File: config.mk
export PLATFORM = sky130hd
export DESIGN_NAME = alu_writeback_stage_flat
export DESIGN_NICKNAME = d
export VERILOG_FILES = /design/src/rtl/alu_writeback_stage_if.sv /design/src/rtl/alu_writeback_stage.sv /design/src/flat_wrapper.sv
export SDC_FILE = /design/constraint.sdc
export NUM_CORES = 1
export LEC_CHECK = 0
export BUFFER_PORTS_ARGS = -buffer_cell sky130_fd_sc_hd__buf_2
export CORE_ASPECT_RATIO = 2
export CORE_MARGIN = 5
export CORE_UTILIZATION = 46
export DETAILED_ROUTE_END_ITERATION = 10
export GPL_ROUTABILITY_DRIVEN = 0
export HOLD_SLACK_MARGIN = 0.05
export PLACE_DENSITY = 0.8
export SYNTH_ARGS = -nofsm -noshare
export SYNTH_HDL_FRONTEND = slang
export SYNTH_SLANG_ARGS = --single-unit
File: constraint.sdc
create_clock -name clk -period 2.58 [get_ports clk]
set_clock_uncertainty 0.1 [all_clocks]
set_input_delay 0.258 -clock clk [delete_from_list [all_inputs] [get_ports clk]]
set_output_delay 0.258 -clock clk [all_outputs]
set_load 0.005 [all_outputs]
File: src/rtl/alu_writeback_stage_if.sv
// Handshake bundle between the ALU (master) and the EX->WB stage (slave),
// together with the writeback bundle the stage presents to the register file.
interface alu_writeback_stage_if #(
    parameter int DATA_W     = 32,
    parameter int REG_ADDR_W = 5
);
    logic                  in_valid;
    logic                  in_ready;
    logic [3:0]            in_control;
    logic [DATA_W-1:0]     in_result;
    logic [DATA_W-1:0]     in_result1;
    logic                  in_z;
    logic                  in_c;
    logic                  in_s;
    logic                  in_v;
    logic                  in_flag_we;
    logic [REG_ADDR_W-1:0] in_rd;
    logic                  in_rd_we;
    logic                  in_sel_hi;

    logic                  out_valid;
    logic                  out_ready;
    logic [DATA_W-1:0]     wb_data;
    logic [REG_ADDR_W-1:0] wb_rd;
    logic                  wb_we;

    modport slave (
        input  in_valid, in_control, in_result, in_result1,
               in_z, in_c, in_s, in_v, in_flag_we, in_rd, in_rd_we, in_sel_hi,
               out_ready,
        output in_ready, out_valid, wb_data, wb_rd, wb_we
    );

    modport master (
        output in_valid, in_control, in_result, in_result1,
               in_z, in_c, in_s, in_v, in_flag_we, in_rd, in_rd_we, in_sel_hi,
               out_ready,
        input  in_ready, out_valid, wb_data, wb_rd, wb_we
    );
endinterface

File: src/rtl/alu_writeback_stage.sv
// EX->WB register stage holding HI and the Z/C/S/V flags; 1-cycle latency,
// in_ready drops only while a held bundle is not drained (out_valid & ~out_ready).
module alu_writeback_stage #(
    parameter int DATA_W     = 32,
    parameter int REG_ADDR_W = 5
) (
    input  logic                  clk,
    input  logic                  rst,
    alu_writeback_stage_if.slave  bus,
    input  logic [2:0]            br_sel_i,
    output logic [DATA_W-1:0]     hi_o,
    output logic [3:0]            flags_o,
    output logic                  br_taken_o
);
    localparam logic [3:0] CTRL_MULT  = 4'b0001;
    localparam logic [3:0] CTRL_MULTU = 4'b0010;

    logic                  out_valid_q, out_valid_d;
    logic [DATA_W-1:0]     wb_data_q, wb_data_d;
    logic [REG_ADDR_W-1:0] wb_rd_q, wb_rd_d;
    logic                  wb_we_q, wb_we_d;
    logic [DATA_W-1:0]     hi_q, hi_d;
    logic [3:0]            flags_q, flags_d;
    logic                  in_ready;
    logic                  accept;
    logic                  is_mul;
    logic                  cond;

    assign in_ready = ~out_valid_q | bus.out_ready;
    assign accept   = bus.in_valid & in_ready;
    assign is_mul   = (bus.in_control == CTRL_MULT) || (bus.in_control == CTRL_MULTU);

    always_comb begin
        out_valid_d = out_valid_q;
        wb_data_d   = wb_data_q;
        wb_rd_d     = wb_rd_q;
        wb_we_d     = wb_we_q;
        hi_d        = hi_q;
        flags_d     = flags_q;
        if (accept) begin
            out_valid_d = 1'b1;
            // Move-from-HI sees HI before any update carried by the same bundle.
            wb_data_d   = bus.in_sel_hi ? hi_q : bus.in_result;
            wb_rd_d     = bus.in_rd;
            wb_we_d     = bus.in_rd_we & (bus.in_rd != '0);
            if (is_mul) begin
                hi_d = bus.in_result1;
            end
            if (bus.in_flag_we) begin
                flags_d = {bus.in_z, bus.in_c, bus.in_s, bus.in_v};
            end
        end else if (bus.out_ready) begin
            out_valid_d = 1'b0;
        end
    end

    always_ff @(posedge clk or posedge rst) begin
        if (rst) begin
            out_valid_q <= 1'b0;
            wb_data_q   <= '0;
            wb_rd_q     <= '0;
            wb_we_q     <= 1'b0;
            hi_q        <= '0;
            flags_q     <= '0;
        end else begin
            out_valid_q <= out_valid_d;
            wb_data_q   <= wb_data_d;
            wb_rd_q     <= wb_rd_d;
            wb_we_q     <= wb_we_d;
            hi_q        <= hi_d;
            flags_q     <= flags_d;
        end
    end

    // Flag order is {Z,C,S,V}; odd selects invert the chosen flag.
    always_comb begin
        case (br_sel_i[2:1])
            2'd0:    cond = flags_q[3];
            2'd1:    cond = flags_q[2];
            2'd2:    cond = flags_q[1];
            default: cond = flags_q[0];
        endcase
    end

    assign br_taken_o    = br_sel_i[0] ? ~cond : cond;
    assign bus.in_ready  = in_ready;
    assign bus.out_valid = out_valid_q;
    assign bus.wb_data   = wb_data_q;
    assign bus.wb_rd     = wb_rd_q;
    assign bus.wb_we     = wb_we_q & out_valid_q;
    assign hi_o          = hi_q;
    assign flags_o       = flags_q;
endmodule

File: src/flat_wrapper.sv
// flat-port wrapper written by rule: the top's interface ports become plain ports
module alu_writeback_stage_flat 
#(
    parameter int DATA_W     = 32,
    parameter int REG_ADDR_W = 5
)
  (clk, rst, br_sel_i, hi_o, flags_o, br_taken_o, bus_in_valid, bus_in_control, bus_in_result, bus_in_result1, bus_in_z, bus_in_c, bus_in_s, bus_in_v, bus_in_flag_we, bus_in_rd, bus_in_rd_we, bus_in_sel_hi, bus_out_ready, bus_in_ready, bus_out_valid, bus_wb_data, bus_wb_rd, bus_wb_we);
  alu_writeback_stage_if #(.DATA_W(DATA_W), .REG_ADDR_W(REG_ADDR_W)) bus_i ();
  input  logic clk;
  input  logic rst;
  input  logic [2:0] br_sel_i;
  output logic [DATA_W-1:0] hi_o;
  output logic [3:0] flags_o;
  output logic br_taken_o;
  input wire logic [$bits(bus_i.in_valid)-1:0] bus_in_valid;
  input wire logic [$bits(bus_i.in_control)-1:0] bus_in_control;
  input wire logic [$bits(bus_i.in_result)-1:0] bus_in_result;
  input wire logic [$bits(bus_i.in_result1)-1:0] bus_in_result1;
  input wire logic [$bits(bus_i.in_z)-1:0] bus_in_z;
  input wire logic [$bits(bus_i.in_c)-1:0] bus_in_c;
  input wire logic [$bits(bus_i.in_s)-1:0] bus_in_s;
  input wire logic [$bits(bus_i.in_v)-1:0] bus_in_v;
  input wire logic [$bits(bus_i.in_flag_we)-1:0] bus_in_flag_we;
  input wire logic [$bits(bus_i.in_rd)-1:0] bus_in_rd;
  input wire logic [$bits(bus_i.in_rd_we)-1:0] bus_in_rd_we;
  input wire logic [$bits(bus_i.in_sel_hi)-1:0] bus_in_sel_hi;
  input wire logic [$bits(bus_i.out_ready)-1:0] bus_out_ready;
  output wire logic [$bits(bus_i.in_ready)-1:0] bus_in_ready;
  output wire logic [$bits(bus_i.out_valid)-1:0] bus_out_valid;
  output wire logic [$bits(bus_i.wb_data)-1:0] bus_wb_data;
  output wire logic [$bits(bus_i.wb_rd)-1:0] bus_wb_rd;
  output wire logic [$bits(bus_i.wb_we)-1:0] bus_wb_we;
  assign bus_i.in_valid = bus_in_valid;
  assign bus_i.in_control = bus_in_control;
  assign bus_i.in_result = bus_in_result;
  assign bus_i.in_result1 = bus_in_result1;
  assign bus_i.in_z = bus_in_z;
  assign bus_i.in_c = bus_in_c;
  assign bus_i.in_s = bus_in_s;
  assign bus_i.in_v = bus_in_v;
  assign bus_i.in_flag_we = bus_in_flag_we;
  assign bus_i.in_rd = bus_in_rd;
  assign bus_i.in_rd_we = bus_in_rd_we;
  assign bus_i.in_sel_hi = bus_in_sel_hi;
  assign bus_i.out_ready = bus_out_ready;
  assign bus_in_ready = bus_i.in_ready;
  assign bus_out_valid = bus_i.out_valid;
  assign bus_wb_data = bus_i.wb_data;
  assign bus_wb_rd = bus_i.wb_rd;
  assign bus_wb_we = bus_i.wb_we;
  alu_writeback_stage #(.DATA_W(DATA_W), .REG_ADDR_W(REG_ADDR_W)) u_core (.clk(clk), .rst(rst), .bus(bus_i), .br_sel_i(br_sel_i), .hi_o(hi_o), .flags_o(flags_o), .br_taken_o(br_taken_o));
endmodule
==> metrics.md, run 1 <==
| Metric | Value |
|---|---|
| Fin nets | `between 500 and 600` |
| Kind of critical path | `reg2reg` |
| HPWL Detailed | `approximately 6300 um` |
| Post-Route WL | `between 8000 and 9000 um` |
| DRC Markers | `0` |
| Post-Syn Area | `0.00332 mm2` |
| Reg2Reg Launch Point | `u_core.bus.out_valid` |
| Clock power frac | `about 34%` |
| Critical R2R Capture | `u_core.hi_o[21]` |
| Worst Hold Depth | `2` |
| Post-synth top area share | `a little under three fifths` |
| CP startpoint kind | `flip-flop` |
| WL/cell | `roughly 17 um` |
| Overall Power | `3.82 mW` |
| Final hold slack | `~0.058 ns` |
| Post-synthesis register bit count | `between 70 and 80` |
| Crit-path max FO | `32` |
| Pwr dens | `~810 mW/mm2` |
| Remaining Overflow, GRT | `0` |
| Avg Cell Area, Syn | `between 10 and 15 um2` |
| R2R cell count | `3` |
| Net Count, Synth | `approximately 330` |
| CP Data Required Time | `around 2.7 ns` |
| Seq/Total Area, Yosys | `56.5%` |
| Vias | `about 2,700` |
| # clock sinks | `75` |
| Period utilization | `between 80% and 90%` |
| Largest net degree at the start of global routing | `33` |
| Most common cell in the netlist | `dfrtp_1` |
| # IOs | `164` |
| Horiz. Die Dim | `around 70 um` |
| Vias/cell | `between 5 and 6` |
| Max Slew Vio Count | `0` |
| Clk root buf | `clkbuf_16` |
| Class of the worst hold path | `in2reg` |
| IO buf count | `approximately 160` |
| Row cnt | `44` |
| F_max | `444 MHz` |
| Ant diodes | `0` |
| Number of synthesized flops with an enable pin | `0` |
| Worst skew pair latency | `between 0.3 and 0.4 ns` |
| Static leakage | `between 2 and 2.5 nW` |
| Sequential Power Share | `between 40% and 50%` |
| Hold Crit Endpoint | `u_core.hi_o[8]` |
| Die H | `~130 um` |
| Vias in the first global route | `a little under 3,000` |
| Ys Warns | `0` |
| Primary FF master, synth | `dfrtp_1` |
| Setup violations, final | `0` |
| Hold_sp | `bus_in_result1[8]` |
| Post-route worst setup slack | `~0.33 ns` |
| Fin. Hold Viols | `0` |
| Post-Layout Cell Count | `about 520` |
| Die area | `just over 0.009 mm2` |
| Starting Density | `between 40% and 50%` |
| Total Routing Usage GR | `around a fifth` |
| Deepest clock path buffer count | `2` |
| CTS tree | `yes` |
| Synth top area cells | `dfrtp_1, mux2_4, mux2i_1` |
| Min Tclk post-route | `2.25 ns` |
| Most frequent cells after synthesis | `dfrtp_1, a21oi_1, mux2i_1, mux2_4, mux2_2` |
| Placeable Area | `between 0.007 and 0.008 mm2` |
| H-Tree Depth | `3` |
| Detailed Routing Iterations Pass 1 | `4` |
| DP Area | `between 0.004 and 0.005 mm2` |
| Ys async rst share | `100%` |
| Sw Ratio | `26.4%` |
| Slew @ Worst Pin | `between 0.8 and 0.9 ns` |
| DP Cell Count | `roughly 490` |
| P_int | `roughly 2.8 mW` |
| Post-synth top area cell | `dfrtp_1` |
| Post-Synthesis Cells | `between 200 and 250` |
| Core Util, Final | `around 66%` |
| NetSw | `1.01 mW` |
| Crit. End Element | `flip-flop` |
| Gate power share | `approximately a quarter` |
| Num CTS Buffers | `9` |
| RSZ-0062 raised after global routing | `false` |
| Relative slew slack | `44.4%` |
| Number of distinct library cells after synthesis | `19` |
| # Max-Cap Violations | `0` |
| Critical path arrival | `2.36 ns` |
| Max VDD drop | `0.520 mV` |
| Layout cell share with drive strength beyond 1 | `between 50% and 60%` |
| First-pass GRT wire length | `roughly 14,000 um` |
| Status | `complete, no violations` |
| Design Area, Final | `0.00471 mm2` |
| Clock-pin slew on the worst setup and hold paths | `approximately 0.060 ns` |
| FF-to-FF setup slack | `roughly 0.33 ns` |
| Setup TNS | `0 ns` |
| DR iter-0 viols | `between 80 and 90` |
| Post-place setup slack | `roughly 0.33 ns` |
| Initial antenna violation count | `0` |
| Post-route ant nets | `0` |
| Area Growth Syn to Fin | `41.8%` |
metal layers:
metal / vias to the layer above / global-route usage, % / part of all wire, %
li1: 1241 / - / -
met1: 1301 / 25.9 / 42
met2: 161 / 29.9 / 45
met3: 13 / 7.09 / 11
met4: 0 / 7.79 / 1.9
met5: - / 0 / 0
cells in the final DEF, fill, tap and decap left out, drive strengths merged:
| cell type | n |
|---|---|
| a21oi | 64 |
| and2 | 2 |
| buf | 170 |
| bufinv | 1 |
| clkbuf | 13 |
| clkinvlp | 2 |
| dfrtp | 75 |
| dlygate4sd3 | 19 |
| inv | 2 |
| mux2 | 41 |
| mux2i | 33 |
| mux4 | 1 |
| nand2b | 2 |
| nand3 | 1 |
| nand4 | 1 |
| nor2 | 1 |
| o21ai | 1 |
| or4 | 1 |
| xor2 | 2 |
worst max path at each step:
stage / end / start / cells past startpoint
3_3_place_gp: u_core.hi_o[17] / bus_out_ready / 4
4_1_cts: u_core.hi_o[17] / u_core.bus.out_valid / 3
2_1_floorplan: u_core.bus.out_valid / rst / 1
6_report: u_core.hi_o[21] / u_core.bus.out_valid / 3
3_5_place_dp: u_core.hi_o[17] / u_core.bus.out_valid / 3
5_1_grt: u_core.hi_o[21] / u_core.bus.out_valid / 3
area by class of cell:
cell class / count / area, um2
fill: 551 / 2450
timing repair buffer: 189 / 1060
inverter: 2 / 7.51
clock inverter: 3 / 45.0
tap: 92 / 115
multi-input combinational: 150 / 1340
clock buffer: 13 / 270
sequential: 75 / 1880
registers in the layout (all words and copies together), names as in the netlist:
signal	cells
u_core.bus.wb_rd	5
u_core.bus.out_valid	1
u_core.wb_we_q	1
u_core.flags_o	4
u_core.hi_o	32
u_core.bus.wb_data	32
power groups by stage:
| stage | clock (mW) | sequential [mW] | combinational (mW) |
|---|---|---|---|
| floorplan | 0 | 1.64 | 0.452 |
| global placement | 0 | 1.64 | 0.869 |
| detailed placement | 0 | 1.64 | 0.895 |
| CTS | 1.31 | 1.63 | 0.918 |
| global route | 1.35 | 1.67 | 1.00 |
| finish | 1.28 | 1.63 | 0.906 |
worst max-delay path, stage by stage (launching register included):
cell      delay, ns
dfrtp_1        0.40
nand2b_2       0.33
nand4_4        0.74
mux2_4         0.55
logic make-up (layout without fill, tap and decap cells):
kind of cell / count (synthesis) / count (layout) / share of synthesized area, %
mux: 75 / 75 / 27.9
flops: 75 / 75 / 56.5
compound gates: 65 / 65 / 9.80
buf+inv: 21 / 207 / 3.58
simple gates: 8 / 8 / 1.62
xor+xnor: 2 / 2 / 0.528
what timing repair did:
action / 4_1_cts / 5_1_grt
endpoints found under the setup margin: 0 / 0
hold endpoints to repair: 44 / 0
resized for setup: 0 / 0
hold buffers: 19 / 0
setup buffers: 0 / 0
(Power assumes the default switching activity.)
==> run 2: changes to the inputs <==
--- a/config.mk
+++ b/config.mk
@@ -6,13 +6,16 @@
 export NUM_CORES = 1
 export LEC_CHECK = 0
 export BUFFER_PORTS_ARGS = -buffer_cell sky130_fd_sc_hd__buf_2
-export CORE_ASPECT_RATIO = 2
+export CELL_PAD_IN_SITES_DETAIL_PLACEMENT = 1
+export CELL_PAD_IN_SITES_GLOBAL_PLACEMENT = 1
+export CORE_ASPECT_RATIO = 0.5
 export CORE_MARGIN = 5
-export CORE_UTILIZATION = 46
+export CORE_UTILIZATION = 35
 export DETAILED_ROUTE_END_ITERATION = 10
 export GPL_ROUTABILITY_DRIVEN = 0
 export HOLD_SLACK_MARGIN = 0.05
-export PLACE_DENSITY = 0.8
+export PLACE_DENSITY_LB_ADDON = 0.1
+export REMOVE_ABC_BUFFERS = 1
 export SYNTH_ARGS = -nofsm -noshare
 export SYNTH_HDL_FRONTEND = slang
 export SYNTH_SLANG_ARGS = --single-unit
==> run 2 against run 1 <==
Against the previous run: final area shrank 0.58%; setup slack gained 0.39 ns; first-iteration DRC count shrank 28%; wire length increased by 15%; sequential share of layout area is 0.23 points higher; clock power fell by 5%; critical path depth unchanged; fmax grew 21%; worst hold slack worse by 0.045 ns; largest power group unchanged; highest routed layer unchanged.
==> metrics.md, run 2 (same netlist as run 1, synthesis figures left out) <==
| Metric | Value |
|---|---|
| Vias in the first global route | `3,025` |
| Max Slew Vio Count | `0` |
| # clock sinks | `75` |
| Remaining Overflow, GRT | `0` |
| FF-to-FF setup slack | `between 0.8 and 0.9 ns` |
| Clock-pin slew on the worst setup and hold paths | `0.06 ns` |
| Horiz. Die Dim | `between 100 and 150 um` |
| Final hold slack | `approximately 0.013 ns` |
| DR iter-0 viols | `62` |
| Detailed Routing Iterations Pass 1 | `4` |
| Design Area, Final | `0.00468 mm2` |
| Critical path arrival | `roughly 1.5 ns` |
| Register area | `roughly 0.0019 mm2` |
| Vias | `between 2,000 and 3,000` |
| Row cnt | `25` |
| IO buf count | `between 150 and 200` |
| Num CTS Buffers | `9` |
| Slowest Stage Delay on Critical Path | `approximately 0.4 ns` |
| Setup violations, final | `0` |
| Largest net degree at the start of global routing | `41` |
| CP startpoint kind | `flip-flop` |
| Min Tclk post-route | `approximately 1.9 ns` |
| Multi-input logic area | `about 0.0013 mm2` |
| Post-CTS setup repair buffer count | `0` |
| Status | `complete, no violations` |
| H-Tree Depth | `3` |
| Fin. Hold Viols | `0` |
| Slew @ Worst Pin | `between 0.9 and 1 ns` |
| Post-place setup slack | `around 0.78 ns` |
| Post-route ant nets | `0` |
| Placeable Area | `between 0.009 and 0.01 mm2` |
| Reg2Reg Launch Point | `u_core.bus.out_valid` |
| Worst skew pair latency | `0.33 ns` |
| F_max | `about 540 MHz` |
| CTS tree | `yes` |
| DP Area | `0.00427 mm2` |
| Overall Power | `3.76 mW` |
| Vias/cell | `4.82` |
| Static leakage | `about 2.4 nW` |
| WL/cell | `between 15 and 20 um` |
| Initial antenna violation count | `0` |
| First-pass GRT wire length | `16,000 um` |
| Die H | `roughly 79 um` |
| RSZ-0062 raised after global routing | `false` |
| Area Growth Syn to Fin | `41.0%` |
| Pwr dens | `about 800 mW/mm2` |
| Crit. End Element | `output port` |
| Relative slew slack | `a little under 40%` |
| Die area | `around 0.012 mm2` |
| Post-route worst setup slack | `roughly 0.72 ns` |
| R2R cell count | `4` |
| CP Data Required Time | `roughly 2.2 ns` |
| Clk root buf | `clkbuf_16` |
| Class of the worst hold path | `in2async` |
| Most frequent cells in the layout | `buf_2, dfrtp_1, a21oi_1, mux2i_1, mux2_4` |
| Ant diodes | `0` |
| Layout cell share with drive strength beyond 1 | `a little over half` |
| HPWL Detailed | `between 7000 and 8000 um` |
| Crit-path max FO | `35` |
| Setup TNS | `0 ns` |
| Critical R2R Capture | `u_core.flags_o[2]` |
| Commonest non-fill, non-tap cell in the layout | `buf_2` |
| Post-Route WL | `between 10,000 and 15,000 um` |
| DRC Markers | `0` |
| Kind of critical path | `reg2out` |
| # Max-Cap Violations | `0` |
| CTS-repair resized insts | `0` |
| Starting Density | `roughly 35%` |
| Period utilization | `between 70% and 80%` |
| Total Routing Usage GR | `between 15 and 20%` |
| # IOs | `about 160` |
| Filler cell count | `roughly 1,000` |
| Slowest stage cell on the critical path | `buf_4` |
| Critical Path, Cell by Cell | `nand2b_2 > buf_4 > buf_2` |
| Max VDD drop | `around 0.38 mV` |
| Fin nets | `between 500 and 600` |
| Deepest clock path buffer count | `2` |
run 2: critical path, delay by kind of cell, from the launching register on:
family / cells / cell delay (ns)
buffers and inverters: 2 / 0.60
flip-flops: 1 / 0.40
AND/OR/NAND/NOR: 1 / 0.16
run 2: repair_timing:
item | 4_1_cts | 5_1_grt
hold buffers | 10 | 3
hold endpoints to repair | 10 | 3
setup endpoints to repair | 0 | 0
run 2: layout make-up:
| type | instances | share of cell area (%) |
|---|---|---|
| Tap cell | 121 | 3.23 |
| Inverter | 2 | 0.160 |
| Clock inverter | 5 | 1.18 |
| Sequential cell | 75 | 40.1 |
| Multi-Input combinational cell | 150 | 28.5 |
| Clock buffer | 10 | 4.89 |
| Timing Repair Buffer | 185 | 21.9 |
run 2: power by group:
| part | switching [mW] | internal (mW) |
|---|---|---|
| clock network | 0.471 | 0.740 |
| registers | 0.187 | 1.44 |
| logic | 0.379 | 0.542 |
| total | 1.04 | 2.72 |
run 2: metal layers:
metal  GRT usage [%]  vias to the layer above  wire length, um
met5               0                        -                0
met4            4.65                        0               97
met3            4.96                        9              602
met2            30.2                       86             4950
met1            22.0                     1316             4410
li1                -                     1229                -
run 2: stage by stage:
step,utilization (%),std cells
2_1_floorplan,-,227
3_3_place_gp,45.6,520
3_5_place_dp,45.6,520
4_1_cts,49.7,545
5_1_grt,50.0,548
6_report,50.0,548
run 2: how the worst max path moves through the flow:
stage	from	end	slack (ns)	cells after the start
floorplan	u_core.bus.out_valid	u_core.hi_o[0]	-0.44	3
global placement	u_core.bus.out_valid	u_core.flags_o[3]	0.84	4
detailed placement	bus_in_valid	u_core.bus.wb_data[28]	0.78	4
CTS	u_core.bus.out_valid	bus_in_ready	0.68	3
global route	u_core.bus.out_valid	bus_in_ready	0.60	3
finish	u_core.bus.out_valid	bus_in_ready	0.72	3
==> run 3: changes to the inputs <==
--- a/config.mk
+++ b/config.mk
@@ -5,12 +5,13 @@
 export SDC_FILE = /design/constraint.sdc
 export NUM_CORES = 1
 export LEC_CHECK = 0
+export ABC_AREA = 1
 export BUFFER_PORTS_ARGS = -buffer_cell sky130_fd_sc_hd__buf_2
 export CELL_PAD_IN_SITES_DETAIL_PLACEMENT = 1
 export CELL_PAD_IN_SITES_GLOBAL_PLACEMENT = 1
 export CORE_ASPECT_RATIO = 0.5
 export CORE_MARGIN = 5
-export CORE_UTILIZATION = 35
+export CORE_UTILIZATION = 30
 export DETAILED_ROUTE_END_ITERATION = 10
 export GPL_ROUTABILITY_DRIVEN = 0
 export HOLD_SLACK_MARGIN = 0.05
==> constraint.sdc (replaced) <==
create_clock -name clk -period 1.69 [get_ports clk]
set_clock_uncertainty 0.1 [all_clocks]
set_input_delay 0.169 -clock clk [delete_from_list [all_inputs] [get_ports clk]]
set_output_delay 0.169 -clock clk [all_outputs]
set_load 0.005 [all_outputs]
==> run 3 against run 2 <==
Against the previous run: total power rose by 50%; largest power group unchanged; worst hold slack improved by 0.063 ns; global-route usage rose by 0.10 points; sequential share of layout area fell by 6.2 points; highest routed layer unchanged; die area rose by 20%.
==> metrics.md, run 3 <==
| Metric | Value |
|---|---|
| P_int | `3.94 mW` |
| WL/cell | `approximately 15 um` |
| Sequential Power Share | `around 42%` |
| Clk root buf | `clkbuf_16` |
| Critical path arrival | `about 1.6 ns` |
| Remaining Overflow, GRT | `0` |
| Commonest non-fill, non-tap cell in the layout | `nand2_1` |
| DP Cell Count | `just over 700` |
| Fin. Hold Viols | `0` |
| Most common cell in the netlist | `nand2_1` |
| Overall Power | `between 5 and 6 mW` |
| Initial antenna violation count | `0` |
| Post-synthesis register bit count | `75` |
| NetSw | `approximately 1.7 mW` |
| DP Area | `~0.0045 mm2` |
| Kind of critical path | `reg2reg` |
| F_max | `669 MHz` |
| H-Tree Depth | `3` |
| Ys Warns | `0` |
| Avg Cell Area, Syn | `roughly 8.3 um2` |
| Largest net degree at the start of global routing | `between 60 and 70` |
| # clock sinks | `75` |
| Post-synth top area share | `between 50% and 60%` |
| Most frequent cells after synthesis | `nand2_1, dfrtp_1, inv_1, nand4_1, o211ai_1` |
| HPWL Detailed | `approximately 8200 um` |
| Most frequent cells in the layout | `nand2_1, buf_2, dlygate4sd3_1, dfrtp_1, inv_1` |
| Ys async rst share | `100%` |
| Max VDD drop | `approximately 0.66 mV` |
| Critical Path, Cell by Cell | `a21oi_4 > buf_4 > nand2_1 > nand2_1 > nand2_1` |
| Layout cell share with drive strength beyond 1 | `between 30% and 40%` |
| Worst skew pair latency | `between 0.3 and 0.4 ns` |
| Class of the worst hold path | `in2reg` |
| # Max-Cap Violations | `0` |
| Vias/cell | `around 4.5` |
| Clock power frac | `between 30% and 40%` |
| DRC Markers | `0` |
| Fin nets | `740` |
| Post-Synthesis Cells | `around 420` |
| Period utilization | `88.4%` |
| Clock-pin slew on the worst setup and hold paths | `around 0.06 ns` |
| Vias | `roughly 3,700` |
| Horiz. Die Dim | `between 150 and 200 um` |
| DR iter-0 viols | `90` |
| Gate power share | `between 20% and 30%` |
| R2R cell count | `5` |
| Synth top area cells | `dfrtp_1, nand2_1, o211ai_1` |
| Vias in the first global route | `just under 4,000` |
| Slew @ Worst Pin | `between 0.4 and 0.5 ns` |
| # IOs | `~160` |
| Row cnt | `27` |
| Status | `complete, no violations` |
| Post-Layout Cell Count | `about 800` |
| Worst path most repeated cell | `nand2_1` |
| Filler cell count | `around 1,400` |
| Die area | `approximately 0.014 mm2` |
| Multi-input logic area | `0.00128 mm2` |
| Static leakage | `3.05 nW` |
| Sw Ratio | `29.9%` |
| Die H | `~86 um` |
| Crit-path max FO | `17` |
| Post-Route WL | `about 12,000 um` |
| Relative slew slack | `69.2%` |
| Total Routing Usage GR | `~18%` |
| Design Area, Final | `about 0.0055 mm2` |
| First-pass GRT wire length | `between 15,000 and 20,000 um` |
| Deepest clock path buffer count | `2` |
| Number of synthesized flops with an enable pin | `0` |
| Max Slew Vio Count | `0` |
| Pwr dens | `slightly above 1000 mW/mm2` |
| Starting Density | `31.2%` |
| Num CTS Buffers | `9` |
| Number of distinct library cells after synthesis | `17` |
| Primary FF master, synth | `dfrtp_1` |
| IO buf count | `about 160` |
| Register area | `between 0.0015 and 0.002 mm2` |
| Detailed Routing Iterations Pass 1 | `4` |
| Area Growth Syn to Fin | `58.5%` |
| Slowest stage cell on the critical path | `dfrtp_1` |
| Post-synth top area cell | `dfrtp_1` |
| Slowest Stage Delay on Critical Path | `0.43 ns` |
| CP startpoint kind | `flip-flop` |
| Worst Hold Depth | `4` |
| Post-route ant nets | `0` |
| RSZ-0062 raised after global routing | `false` |
| CP Data Required Time | `between 1.5 and 2 ns` |
| Setup violations, final | `0` |
| Ant diodes | `0` |
| Post-Syn Area | `~0.0035 mm2` |
| Min Tclk post-route | `around 1.5 ns` |
| CTS tree | `yes` |
| Placeable Area | `~0.011 mm2` |
| Seq/Total Area, Yosys | `between 50 and 60%` |
| Crit. End Element | `flip-flop` |
[run 3: kinds of logic after synthesis]
family / after synthesis / synth area share, %
flops: 75 / 53.8
simple gates: 237 / 28.5
compound gates: 36 / 7.89
buf+inv: 71 / 9.82
[run 3: layout make-up]
class                   instances  share of cell area (%)
clock buffers                   9                    4.07
clock inverters                 7                    1.24
inverters                      43                    2.99
multi-input cells             273                    23.1
flip-flops and latches         75                    33.9
well taps                     159                    3.60
repair buffers                251                    31.1
[run 3: timing repair]
action | CTS | global route
setup endpoints to repair | 0 | 1
hold buffers | 77 | 0
resized for setup | 0 | 2
hold endpoints to repair | 150 | 0
buffers inserted | 0 | 0
[run 3: worst max-delay path, delay by kind of cell (launching register included)]
kind / cells / cell delay, ns
flops: 1 / 0.43
compound gates: 1 / 0.29
buf+inv: 1 / 0.29
simple gates: 3 / 0.27
[run 3: power groups by stage]
stage | Combinational (mW) | Sequential (mW) | Clock [mW]
floorplan | 0.507 | 2.41 | 0
global placement | 1.21 | 2.40 | 0
detailed placement | 1.24 | 2.41 | 0
CTS | 1.39 | 2.38 | 1.95
global route | 1.55 | 2.43 | 2.03
finish | 1.37 | 2.37 | 1.89
[run 3: worst paths after layout]
check	start	endpoint	slack [ns]
min	bus_out_ready	u_core.bus.out_valid	0.08
min in group asynchronous	rst	u_core.bus.wb_rd[1]	0.26
min reg2reg	u_core.bus.wb_data[17]	u_core.bus.wb_data[17]	0.37
max reg2reg	u_core.bus.out_valid	u_core.flags_o[0]	0.20
max in group asynchronous	rst	u_core.hi_o[27]	0.75
max	u_core.bus.out_valid	u_core.flags_o[0]	0.20
[run 3: per-stage QoR]
step	hold WS (ns)	setup TNS, ns	worst slack (ns)	util, %
6_report	0.0755	0	0.196	49.5
4_1_cts	0.0662	0	0.105	49.5
3_3_place_gp	0.0509	0	0.180	39.9
2_1_floorplan	0.186	-140.51	-1.53	-
5_1_grt	0.0860	0	0.0679	49.5
3_5_place_dp	0.0532	0	0.116	39.9
[run 3: per-layer routing]
| metal | global-route usage [%] | vias up | wire length (um) |
|---|---|---|---|
| met5 | 0 | - | 0 |
| met4 | 3.81 | 0 | 160 |
| met3 | 4.66 | 16 | 726 |
| met2 | 33.4 | 99 | 6260 |
| met1 | 20.3 | 1739 | 5220 |
| li1 | - | 1812 | - |
